`src/rtl/ss_pkg.sv`:
```
// Shared types and constants for the save-state sequencer.
package ss_pkg;
  localparam int SS_AW      = 8;
  localparam int SS_LEN_DEF = 128;

  typedef enum logic [2:0] {IDLE, S_SET, S_OUT, L_WAIT, L_WE, L_GAP, FIN} ss_state_e;

  // Width of a down-counter able to hold max(a, b); never below one bit.
  function automatic int cnt_w(input int a, input int b);
    int m;
    m = (a > b) ? a : b;
    return (m < 1) ? 1 : $clog2(m + 1);
  endfunction
endpackage

```
`src/rtl/ss_wait_cnt.sv`:
```
// Loadable down-counter with zero flag; shared by read-wait and write-hold timing.
module ss_wait_cnt #(
  parameter int W = 2
) (
  input  logic         clk,
  input  logic         rst_n,
  input  logic         load,
  input  logic [W-1:0] load_val,
  input  logic         en,
  output logic         zero
);
  logic [W-1:0] cnt_q, cnt_d;

  assign zero = (cnt_q == '0);

  always_comb begin
    cnt_d = cnt_q;
    if (load)          cnt_d = load_val;
    else if (en && !zero) cnt_d = cnt_q - W'(1);
  end

  always_ff @(posedge clk or negedge rst_n) begin
    if (!rst_n) cnt_q <= '0;
    else        cnt_q <= cnt_d;
  end
endmodule

```
`src/rtl/ss_stream_seq.sv`:
```
// Save-state sequencer: streams mapper state out on save, writes a byte stream back on load,
// holding each write strobe across a falling M2 edge.
module ss_stream_seq
  import ss_pkg::*;
#(
  parameter int SS_LEN  = SS_LEN_DEF,
  parameter int RD_WAIT = 2,
  parameter int WE_HOLD = 3
) (
  input  logic       clk,
  input  logic       rst_n,
  input  logic       m2_fall,
  input  logic       save_req,
  input  logic       load_req,
  output logic       busy,
  output logic       done,
  output logic       ss_act,
  output logic       ss_we,
  output logic [7:0] ss_addr,
  output logic [7:0] ss_wdat,
  input  logic [7:0] ss_rdat,
  output logic [7:0] out_dat,
  output logic       out_valid,
  input  logic       out_ready,
  input  logic [7:0] in_dat,
  input  logic       in_valid,
  output logic       in_ready
);
  localparam int                 CW      = cnt_w(RD_WAIT, WE_HOLD);
  localparam logic [SS_AW-1:0]   LAST    = SS_AW'(SS_LEN - 1);
  localparam logic [CW-1:0]      RD_LOAD = CW'(RD_WAIT);
  // Loaded on the m2_fall cycle itself, so one less than the number of extra cycles.
  localparam logic [CW-1:0]      WE_LOAD = CW'((WE_HOLD > 0) ? WE_HOLD - 1 : 0);

  ss_state_e        state_q, state_d;
  logic [SS_AW-1:0] addr_q, addr_d;
  logic [7:0]       out_dat_q, out_dat_d;
  logic             out_valid_q, out_valid_d;
  logic [7:0]       ss_wdat_q, ss_wdat_d;
  logic             armed_q, armed_d;

  logic             cnt_load, cnt_en, cnt_zero;
  logic [CW-1:0]    cnt_val;

  ss_wait_cnt #(.W(CW)) u_wait (
    .clk      (clk),
    .rst_n    (rst_n),
    .load     (cnt_load),
    .load_val (cnt_val),
    .en       (cnt_en),
    .zero     (cnt_zero)
  );

  always_comb begin
    state_d     = state_q;
    addr_d      = addr_q;
    out_dat_d   = out_dat_q;
    out_valid_d = out_valid_q;
    ss_wdat_d   = ss_wdat_q;
    armed_d     = armed_q;
    cnt_load    = 1'b0;
    cnt_val     = RD_LOAD;
    cnt_en      = 1'b0;
    case (state_q)
      IDLE: begin
        if (save_req) begin
          state_d  = S_SET;
          addr_d   = '0;
          cnt_load = 1'b1;
        end else if (load_req) begin
          state_d = L_WAIT;
          addr_d  = '0;
        end
      end
      S_SET: begin
        if (cnt_zero) begin
          out_dat_d   = ss_rdat;
          out_valid_d = 1'b1;
          state_d     = S_OUT;
        end else begin
          cnt_en = 1'b1;
        end
      end
      S_OUT: begin
        if (out_valid_q && out_ready) begin
          out_valid_d = 1'b0;
          if (addr_q == LAST) begin
            state_d = FIN;
          end else begin
            addr_d   = addr_q + SS_AW'(1);
            state_d  = S_SET;
            cnt_load = 1'b1;
          end
        end
      end
      L_WAIT: begin
        if (in_valid) begin
          ss_wdat_d = in_dat;
          armed_d   = 1'b0;
          state_d   = L_WE;
        end
      end
      L_WE: begin
        // Only an m2_fall seen while the strobe is already up starts the hold count.
        if (!armed_q) begin
          if (m2_fall) begin
            if (WE_HOLD == 0) begin
              state_d = L_GAP;
            end else begin
              armed_d  = 1'b1;
              cnt_load = 1'b1;
              cnt_val  = WE_LOAD;
            end
          end
        end else if (cnt_zero) begin
          armed_d = 1'b0;
          state_d = L_GAP;
        end else begin
          cnt_en = 1'b1;
        end
      end
      L_GAP: begin
        if (addr_q == LAST) begin
          state_d = FIN;
        end else begin
          addr_d  = addr_q + SS_AW'(1);
          state_d = L_WAIT;
        end
      end
      FIN:     state_d = IDLE;
      default: state_d = IDLE;
    endcase
  end

  always_ff @(posedge clk or negedge rst_n) begin
    if (!rst_n) begin
      state_q     <= IDLE;
      addr_q      <= '0;
      out_dat_q   <= '0;
      out_valid_q <= 1'b0;
      ss_wdat_q   <= '0;
      armed_q     <= 1'b0;
    end else begin
      state_q     <= state_d;
      addr_q      <= addr_d;
      out_dat_q   <= out_dat_d;
      out_valid_q <= out_valid_d;
      ss_wdat_q   <= ss_wdat_d;
      armed_q     <= armed_d;
    end
  end

  // Strobe and mode decode straight from state so reset drops them without a clock.
  assign busy      = (state_q != IDLE);
  assign ss_act    = busy;
  assign done      = (state_q == FIN);
  assign ss_we     = (state_q == L_WE);
  assign in_ready  = (state_q == L_WAIT);
  assign ss_addr   = addr_q;
  assign ss_wdat   = ss_wdat_q;
  assign out_dat   = out_dat_q;
  assign out_valid = out_valid_q;
endmodule
```
`config.mk`:
```
export PLATFORM = sky130hd
export DESIGN_NAME = ss_stream_seq
export DESIGN_NICKNAME = d
export VERILOG_FILES = /design/src/rtl/ss_pkg.sv /design/src/rtl/ss_wait_cnt.sv /design/src/rtl/ss_stream_seq.sv
export SDC_FILE = /design/constraint.sdc
export NUM_CORES = 1
export LEC_CHECK = 0
export BUFFER_PORTS_ARGS = -buffer_cell sky130_fd_sc_hd__buf_2
export CORE_MARGIN = 10
export CORE_UTILIZATION = 47
export CTS_BUF_LIST = sky130_fd_sc_hd__clkbuf_4 sky130_fd_sc_hd__clkbuf_8
export CTS_CLUSTER_SIZE = 28
export DETAILED_ROUTE_END_ITERATION = 12
export GPL_ROUTABILITY_DRIVEN = 0
export PLACE_DENSITY = 0.76
export SYNTH_ARGS = -nofsm -noshare
export SYNTH_HDL_FRONTEND = slang
export SYNTH_SLANG_ARGS = --single-unit
```
`constraint.sdc`:
```
create_clock -name clk -period 1.96 [get_ports clk]
set_input_delay 0.196 -clock clk [delete_from_list [all_inputs] [get_ports clk]]
set_output_delay 0.196 -clock clk [all_outputs]
set_load 0.01 [all_outputs]
```
# --- After elaboration in Yosys (flattened, before gate mapping) ---
# Cells that the tools add are included.
word_totals:
  register_bits: 31
  in_bits: 23
  output_inout_bits: 30
  elab_cells: 70
op_classes:
  n_addsub: 2
  n_eq_ne: 13
  n_mux: 32
  reduce_logical: 16
ops:
  columns: ["operator", "count"]
  rows:
  - ["$mux W8", 4]
  - ["$mux W3", 9]
  - ["$pmux W8 S3", 1]
  - ["$pmux W3 S6", 1]
  - ["$mux W1", 11]
  - ["$eq A3 B3 Y1 const B", 3]
  - ["$add A8 B1 Y8 const B", 1]
  - ["$eq A8 B7 Y1 const B", 1]
  - ["$eq A3 B2 Y1 const B", 2]
  - ["$ne A2 B1 Y1 const B", 3]
  - ["$pmux W1 S2", 3]
  - ["$reduce_and A2 Y1", 3]
  - ["$reduce_and A3 Y1", 2]
  - ["$reduce_and A6 Y1", 1]
  - ["$reduce_bool A2 Y1", 3]
  - ["$reduce_bool A3 Y1", 2]
  - ["$mux W2", 2]
  - ["$ne A2 B2 Y1 const B", 2]
  - ["$eq A3 B1 Y1 const B", 1]
  - ["$logic_not A3 Y1", 1]
  - ["$ne A3 B3 Y1 const B", 1]
  - ["$pmux W1 S3", 1]
  - ["$logic_and A1 B1 Y1", 2]
  - ["$logic_not A2 Y1", 1]
  - ["2 further kinds", 2]

# --- Depth between registers and ports, before layout ---
# Gate-level depths: netlist of run 1.
depth:
  depth_word: 7
  depth_mapped: 7
  ltp_nobuf: 7

# --- By module ---
# A second synthesis of run 1 with hierarchy kept.
unflattened:
  cells_unflattened: 155
  area_unflattened_um2: 1634.1
modules_own_cells:
  columns: ["module", "n_inst", "cells_each", "area_per_inst_um2", "seq_area_each_um2"]
  rows:
  - ["ss_stream_seq", 1, 142, 1500.2, 725.7]
  - ["ss_wait_cnt", 1, 13, 133.9, 50.0]

# --- Worst setup path before layout of run 1 ---
# Ideal clock, no wire load.
synth_timing:
  path_kind: "reg-to-reg"
  startpoint: "reg addr_q[0] (netlist: ss_addr[0])"
  endpoint: "reg addr_q[7] (netlist: ss_addr[7])"
  setup_time_ps: 77
  arrival_time_ps: 1955
  t_required_ps: 1883
  path_slack_ps: -72
  path_stages_with_launch: 7
  n_path_buf: 0
  synth_period_minus_slack_ps: 2032
  cell_sequence: "dfrtp_1 > ha_1 > nand3_1 > nor2_1 > a221o_1 > or4_1 > a21oi_1"
synth_between:
  elab_chain_len: 4
  word_cells_on_any_way: 5
  classes_between: "add/sub (1); eq/ne (1); mux (3)"
synth_rtl:
  columns: ["element", "line_no", "rtl"]
  rows:
  - ["start: declaration", "ss_stream_seq.sv:36", "logic [SS_AW-1:0] addr_q, addr_d;"]
  - ["start signal: assignment", "ss_stream_seq.sv:145", "addr_q <= addr_d;"]
  - ["$add A8 B1 Y8 / $eq A8 B7 Y1 (equally long branches)", null, null]
  - ["$mux W8 *", "ss_stream_seq.sv:87, ss_stream_seq.sv:123", null]
  - ["$mux W8", "ss_stream_seq.sv:85", "if (out_valid_q && out_ready) begin"]
  - ["$pmux W8 S3 *", "ss_stream_seq.sv:64", "case (state_q)"]
# Every way passes the cells marked *; elsewhere a longest branch is shown, timed or not. The select of a mux whose other input is x is not followed.
# A chain may end at the register's enable or synchronous reset.

# --- Worst setup path in the final report of run 1 ---
layout_timing:
  startpoint: "reg state_q[0]"
  endpoint: "reg addr_q[7] (netlist: ss_addr[7])"
layout_between:
  elab_chain_len: 3
  word_cells_on_any_way: 8
  classes_between: "eq/ne (4); mux (1); reduce/logical (3)"
layout_rtl:
  columns: ["element", "line_no", "rtl"]
  rows:
  - ["start: declaration", "ss_stream_seq.sv:35", "ss_state_e state_q, state_d;"]
  - ["start signal: assignment", "ss_stream_seq.sv:144", "state_q <= state_d;"]
  - ["$eq A3 B2 Y1 (tied with other cells)", "ss_stream_seq.sv:64", null]
  - ["$ne A2 B2 Y1 (no source line) (tied with other cells)", null, null]
  - ["$reduce_and A3 Y1 (no source line)", null, null]
# Parallel ways exist; a longest one is shown, timed or not.

==> out/results.ini, run 1 <==
[timing]
skew_ns=0.009381
slew_headroom_pct=53.25
rsz0062_at_grt=no
fin_crit_sh_pct=94.42
hold_viol_final=0
clock.fmax_mhz=540.4
setup_violations=0
slew_violations=0
worst_pin_slew_ns=0.7013
tns_ns=0
period_needed_ns=1.851

[worst_setup_path]
path_cells=and3b_1 > a21o_1 > a221o_1 > or4_1 > a21oi_1
crit_path_end_kind=flop
r2r_slack_ns=0.11
worst_setup_path_start_kind=flop
crit_start=state_q[0]$_DFFE_PN0P_
cp.required_ns=2.24
reg2reg_depth=5
crit_type=flop to flop
r2r-end=ss_addr[7]$_DFFE_PN0P_
critPathMaxFanout=6
cpMaxStageDelayCell=or4_1
critPathCapture=ss_addr[7]$_DFFE_PN0P_
max_stage_delay_ns=0.50
arrival_ns=2.13
regToRegStartpoint=state_q[0]$_DFFE_PN0P_

[power_and_ir_drop]
finalPower_w=0.003157
power_density_nw_per_um2=1522
leakagePower_nw=1.003
peakVddDrop_mv=0.8310

[detailed_routing]
postRouteAntennaNets=0
dr.pass1.iters=5
vias=1437
drc_errors=0
vias_per_cell=5.342
drt_iter0_drc=96
post_drt_wl_per_cell_um=15.32
wl_um=4120

[grt]
grt_pass1_wl_um=6803
track_usage_pct=13.59
grt-ovfl-total=0
grt_max_degree=32
grt_pass1_vias=1555
antenna_found_initial=0

[yosys]
avgSynthCellArea_um2=10.34
synth-main-ff-cell=dfrtp_1
ys_seq_elements=31
synth_cell_type_count=42
synthCells=153
synth_fp_nets=178
synth-async-reset-ratio_pct=100.0
ys_seq_area_share_pct=49.05
ys_warn_count=0
synth-edff-count=0
syn-cell-area_um2=1582

[floorplanning]
rows=21
die_w_um=78.01
pin_count=53
start_util_pct=48.15
dieHeight_um=78.01
core-area_um2=3284
die_area_um2=6086

[layout]
seqCellArea_um2=777.0
final_common_cell=buf_2
final_cell_mix=52 x buf_2, 30 x dfrtp_1, 17 x mux2_2
syn_to_final_growth_pct=31.17
layout.cells.non_filler=269
diodes=0
finalNetCount=247
fillers=289
multi_input_area_um2=762.0
layout-drive-gt1-share_pct=44.39

[flow_run]
maxCapViolations=0

[clock_tree]
cts_root_buffer=clkbuf_4
path_clk_slew_ns=0.10
cts_sinks=31
cts_buffers=5
htree_levels=2
cts_tree=yes
clkLatencyLatePin_ns=0.35
clock_tree.buffer_depth=2

[place]
io_buffer_count=52
dpl.hpwl_um=3113
placed_cells=259

[run_status]
status=finished clean

[hold_path]
hold_class=primary input to flop

area by class of cell:
class	count	share of cell area, %
flip-flops and latches	31	37.45
repair buffers	69	18.82
inverters	4	0.7238
clock inverters	1	0.3619
multi-input cells	111	36.73
clock buffers	7	3.136
well taps	46	2.774
worst min path at each step:
| stage | slack, ns | endpoint | cells past startpoint | from |
|---|---|---|---|---|
| floorplan | -0.1 | armed_q$_DFFE_PN0P_ | 0 | rst_n |
| global placement | 0.29 | state_q[2]$_DFFE_PN0P_ | 1 | rst_n |
| detailed placement | 0.29 | state_q[2]$_DFFE_PN0P_ | 1 | rst_n |
| CTS | 0.06 | ss_wdat[3]$_DFFE_PN0P_ | 2 | in_dat[3] |
| global route | 0.06 | out_dat[5]$_DFFE_PN0P_ | 2 | ss_rdat[5] |
| finish | 0.07 | ss_wdat[3]$_DFFE_PN0P_ | 2 | in_dat[3] |
registers in the layout, summed over array words and instances (netlist names):
signal / cells
armed_q: 1
u_wait.cnt_q: 2
out_valid: 1
ss_wdat: 8
out_dat: 8
state_q: 3
ss_addr: 8
synth_stat cells, types with 3 or more instances:
cell     instances  area (um^2)
a21oi_1          9        45.04
a31oi_1          7        43.79
buf_4            3        22.52
dfrtp_1         31        775.7
inv_1            4        15.01
mux2_2          17        191.4
nand2_1         16        60.06
nand3_1          5        25.02
nor2_1          13        48.80
o21ai_0          8        40.04
critical path, delay by kind of cell (launching register included):
| kind | cells | cell delay, ns |
|---|---|---|
| AO/OA/AOI/OAI | 3 | 0.62 |
| flip-flops | 1 | 0.47 |
| AND/OR/NAND/NOR | 2 | 0.70 |
per-stage QoR:
| stage | hold slack (ns) | instance area [um^2] | setup slack [ns] | util, % |
|---|---|---|---|---|
| floorplan | -0.09959 | 1589 | 0.01496 | - |
| global placement | 0.2880 | 1981 | 0.1502 | 60.30 |
| detailed placement | 0.2856 | 1981 | 0.1218 | 60.30 |
| CTS | 0.06293 | 2063 | 0.08659 | 62.82 |
| global route | 0.06418 | 2074 | 0.003258 | 63.16 |
| finish | 0.07367 | 2074 | 0.1094 | 63.16 |
per-layer routing:
| layer | vias up | GRT usage (%) | routed length, um |
|---|---|---|---|
| li1 | 693 | - | - |
| met3 | 9 | 8.656 | 508 |
| met4 | 0 | 6.452 | 88 |
| met2 | 57 | 21.31 | 1819 |
| met5 | - | 0 | 0 |
| met1 | 678 | 14.01 | 1703 |
what timing repair did:
item,CTS,global route
endpoints found under the setup margin,0,1
buffers inserted,0,1
hold buffers,1,0
endpoints found under the hold margin,31,0
resized for setup,0,2
where the power goes:
| part | leakage [nW] | switching, W | internal (W) | total, W |
|---|---|---|---|---|
| registers | 0.383 | 0.000175 | 0.000905 | 0.00108 |
| logic | 0.582 | 0.000841 | 0.000787 | 0.00163 |
| clock network | 0.0375 | 0.000239 | 0.000209 | 0.000448 |
| total | 1.00 | 0.00126 | 0.00190 | 0.00316 |
logic make-up (layout without fill, tap and decap cells):
kind of cell / after synthesis / count (layout) / share of synthesized area, %
simple gates: 50 / 50 / 16.14
compound gates: 39 / 39 / 15.90
flops: 31 / 31 / 49.05
mux: 19 / 19 / 13.37
buf+inv: 11 / 81 / 3.401
fa+ha+maj: 2 / 2 / 1.582
xor+xnor: 1 / 1 / 0.5539
(Power assumes the default switching activity.)
==> inputs of run 2 (changes only) <==
- CORE_UTILIZATION: 47 -> 40
- PLACE_DENSITY: 0.76 -> 0.66
==> out/results.ini, run 2 (synthesis results as in run 1) <==
[detailed_routing]
postRouteAntennaNets=0
post_drt_wl_per_cell_um=15.13
vias=1426
vias_per_cell=5.262
wl_um=4100
drt_iter0_drc=59
dr.pass1.iters=4
drc_errors=0

[layout]
finalNetCount=247
final_cell_mix=52 x buf_2, 31 x dfrtp_1, 17 x mux2_2
diodes=0
layout.cells.non_filler=271
final_common_cell=buf_2
design_area_um2=2122
layout-drive-gt1-share_pct=43.95
syn_to_final_growth_pct=34.18

[grt]
antenna_found_initial=0
track_usage_pct=11.90
grt_pass1_wl_um=7044
grt_pass1_vias=1573
grt-ovfl-total=0
grt_max_degree=32

[worst_setup_path]
max_stage_delay_ns=0.50
crit_buf_inv=0
r2r_slack_ns=0.1
cp.required_ns=2.16
crit_type=flop to flop
critPathMaxFanout=3
arrival_ns=2.07
crit_path_end_kind=flop
path_cells=and3b_1 > a21o_1 > a221o_1 > or4_1 > a21oi_1
worst_setup_path_start_kind=flop
cpMaxStageDelayCell=or4_1
path_delay_family=simple AND/OR/NAND/NOR gates

[run_status]
status=finished clean

[floorplanning]
start_util_pct=42.25
die_area_um2=6869
rows=22
pin_count=53
core-area_um2=3744
dieHeight_um=82.88
die_w_um=82.88

[timing]
rsz0062_at_grt=no
slew_violations=0
clock.fmax_mhz=536.8
period_needed_ns=1.863
hold_viol_final=0
setup_violations=0
fin_crit_sh_pct=95.05
skew_ns=0.002690
tns_ns=0
slew_headroom_pct=54.69
hold_slack_ns=0.1464
worst_pin_slew_ns=0.6796

[clock_tree]
htree_levels=2
cts_root_buffer=clkbuf_8
cts_sinks=31
clkLatencyLatePin_ns=0.27
clock_tree.buffer_depth=2
cts_buffers=5
cts_tree=yes
path_clk_slew_ns=0.07

[power_and_ir_drop]
p_int_w=0.002116
swShare_pct=37.14
pwr-share-seq_pct=31.3
p_clk_share_pct=19.2
power_density_nw_per_um2=1586
comb_power_share_pct=49.6
peakVddDrop_mv=0.6966
net-switching-power_w=0.001250
leakagePower_nw=1.029

[place]
postPlaceCellArea_um2=1953
io_buffer_count=52
dpl.hpwl_um=3109
placed_cells=257

[flow_run]
maxCapViolations=0

[hold_path]
hold_class=primary input to flop

[run 2: layout make-up]
class                           count  area (um^2)
Inverter                            4        15.01
Tap cell                           48        60.06
Multi-Input combinational cell    111        763.2
Timing Repair Buffer               69        390.4
Clock inverter                      2        35.03
Sequential cell                    31        775.7
Clock buffer                        6        82.58
Fill cell                         360         1622
[run 2: through the flow]
step           worst slack, ns  total power (W)  utilization [%]
2_1_floorplan          0.01496         0.002086                -
3_3_place_gp            0.1339         0.002606            52.17
3_5_place_dp           0.09266         0.002649            52.17
4_1_cts                0.06315         0.003315            55.58
5_1_grt               0.009087         0.003634            56.68
6_report               0.09707         0.003366            56.68
[run 2: metal layers]
| layer | share of wire [%] | global-route usage, % | vias up |
|---|---|---|---|
| li1 | - | - | 692 |
| met3 | 7.0 | 4.688 | 4 |
| met4 | 0.63 | 3.538 | 0 |
| met2 | 52 | 21.09 | 43 |
| met1 | 41 | 12.62 | 687 |
| met5 | 0 | 0 | - |
[run 2: worst paths after layout]
check	startpoint	to	cells past startpoint
max	state_q[2]$_DFFE_PN0P_	ss_addr[7]$_DFFE_PN0P_	5
min	in_dat[4]	ss_wdat[4]$_DFFE_PN0P_	2
max reg2reg	state_q[2]$_DFFE_PN0P_	ss_addr[7]$_DFFE_PN0P_	5
min reg2reg	u_wait.cnt_q[1]$_DFFE_PN0P_	u_wait.cnt_q[1]$_DFFE_PN0P_	1
max in group asynchronous	rst_n	out_dat[7]$_DFFE_PN0P_	2
min in group asynchronous	rst_n	out_dat[4]$_DFFE_PN0P_	2
[run 2: repair_timing]
action	4_1_cts	5_1_grt
hold buffers	1	0
hold endpoints to repair	31	0
resized for setup	0	1
setup endpoints to repair	0	2
setup buffers	0	5
[run 2: power groups by stage]
stage / Clock [W] / Sequential (W) / Combinational (W)
floorplan: 0 / 0.00115 / 0.000936
global placement: 0 / 0.00106 / 0.00155
detailed placement: 0 / 0.00107 / 0.00158
CTS: 0.000662 / 0.00107 / 0.00159
global route: 0.000688 / 0.00109 / 0.00186
finish: 0.000645 / 0.00105 / 0.00167
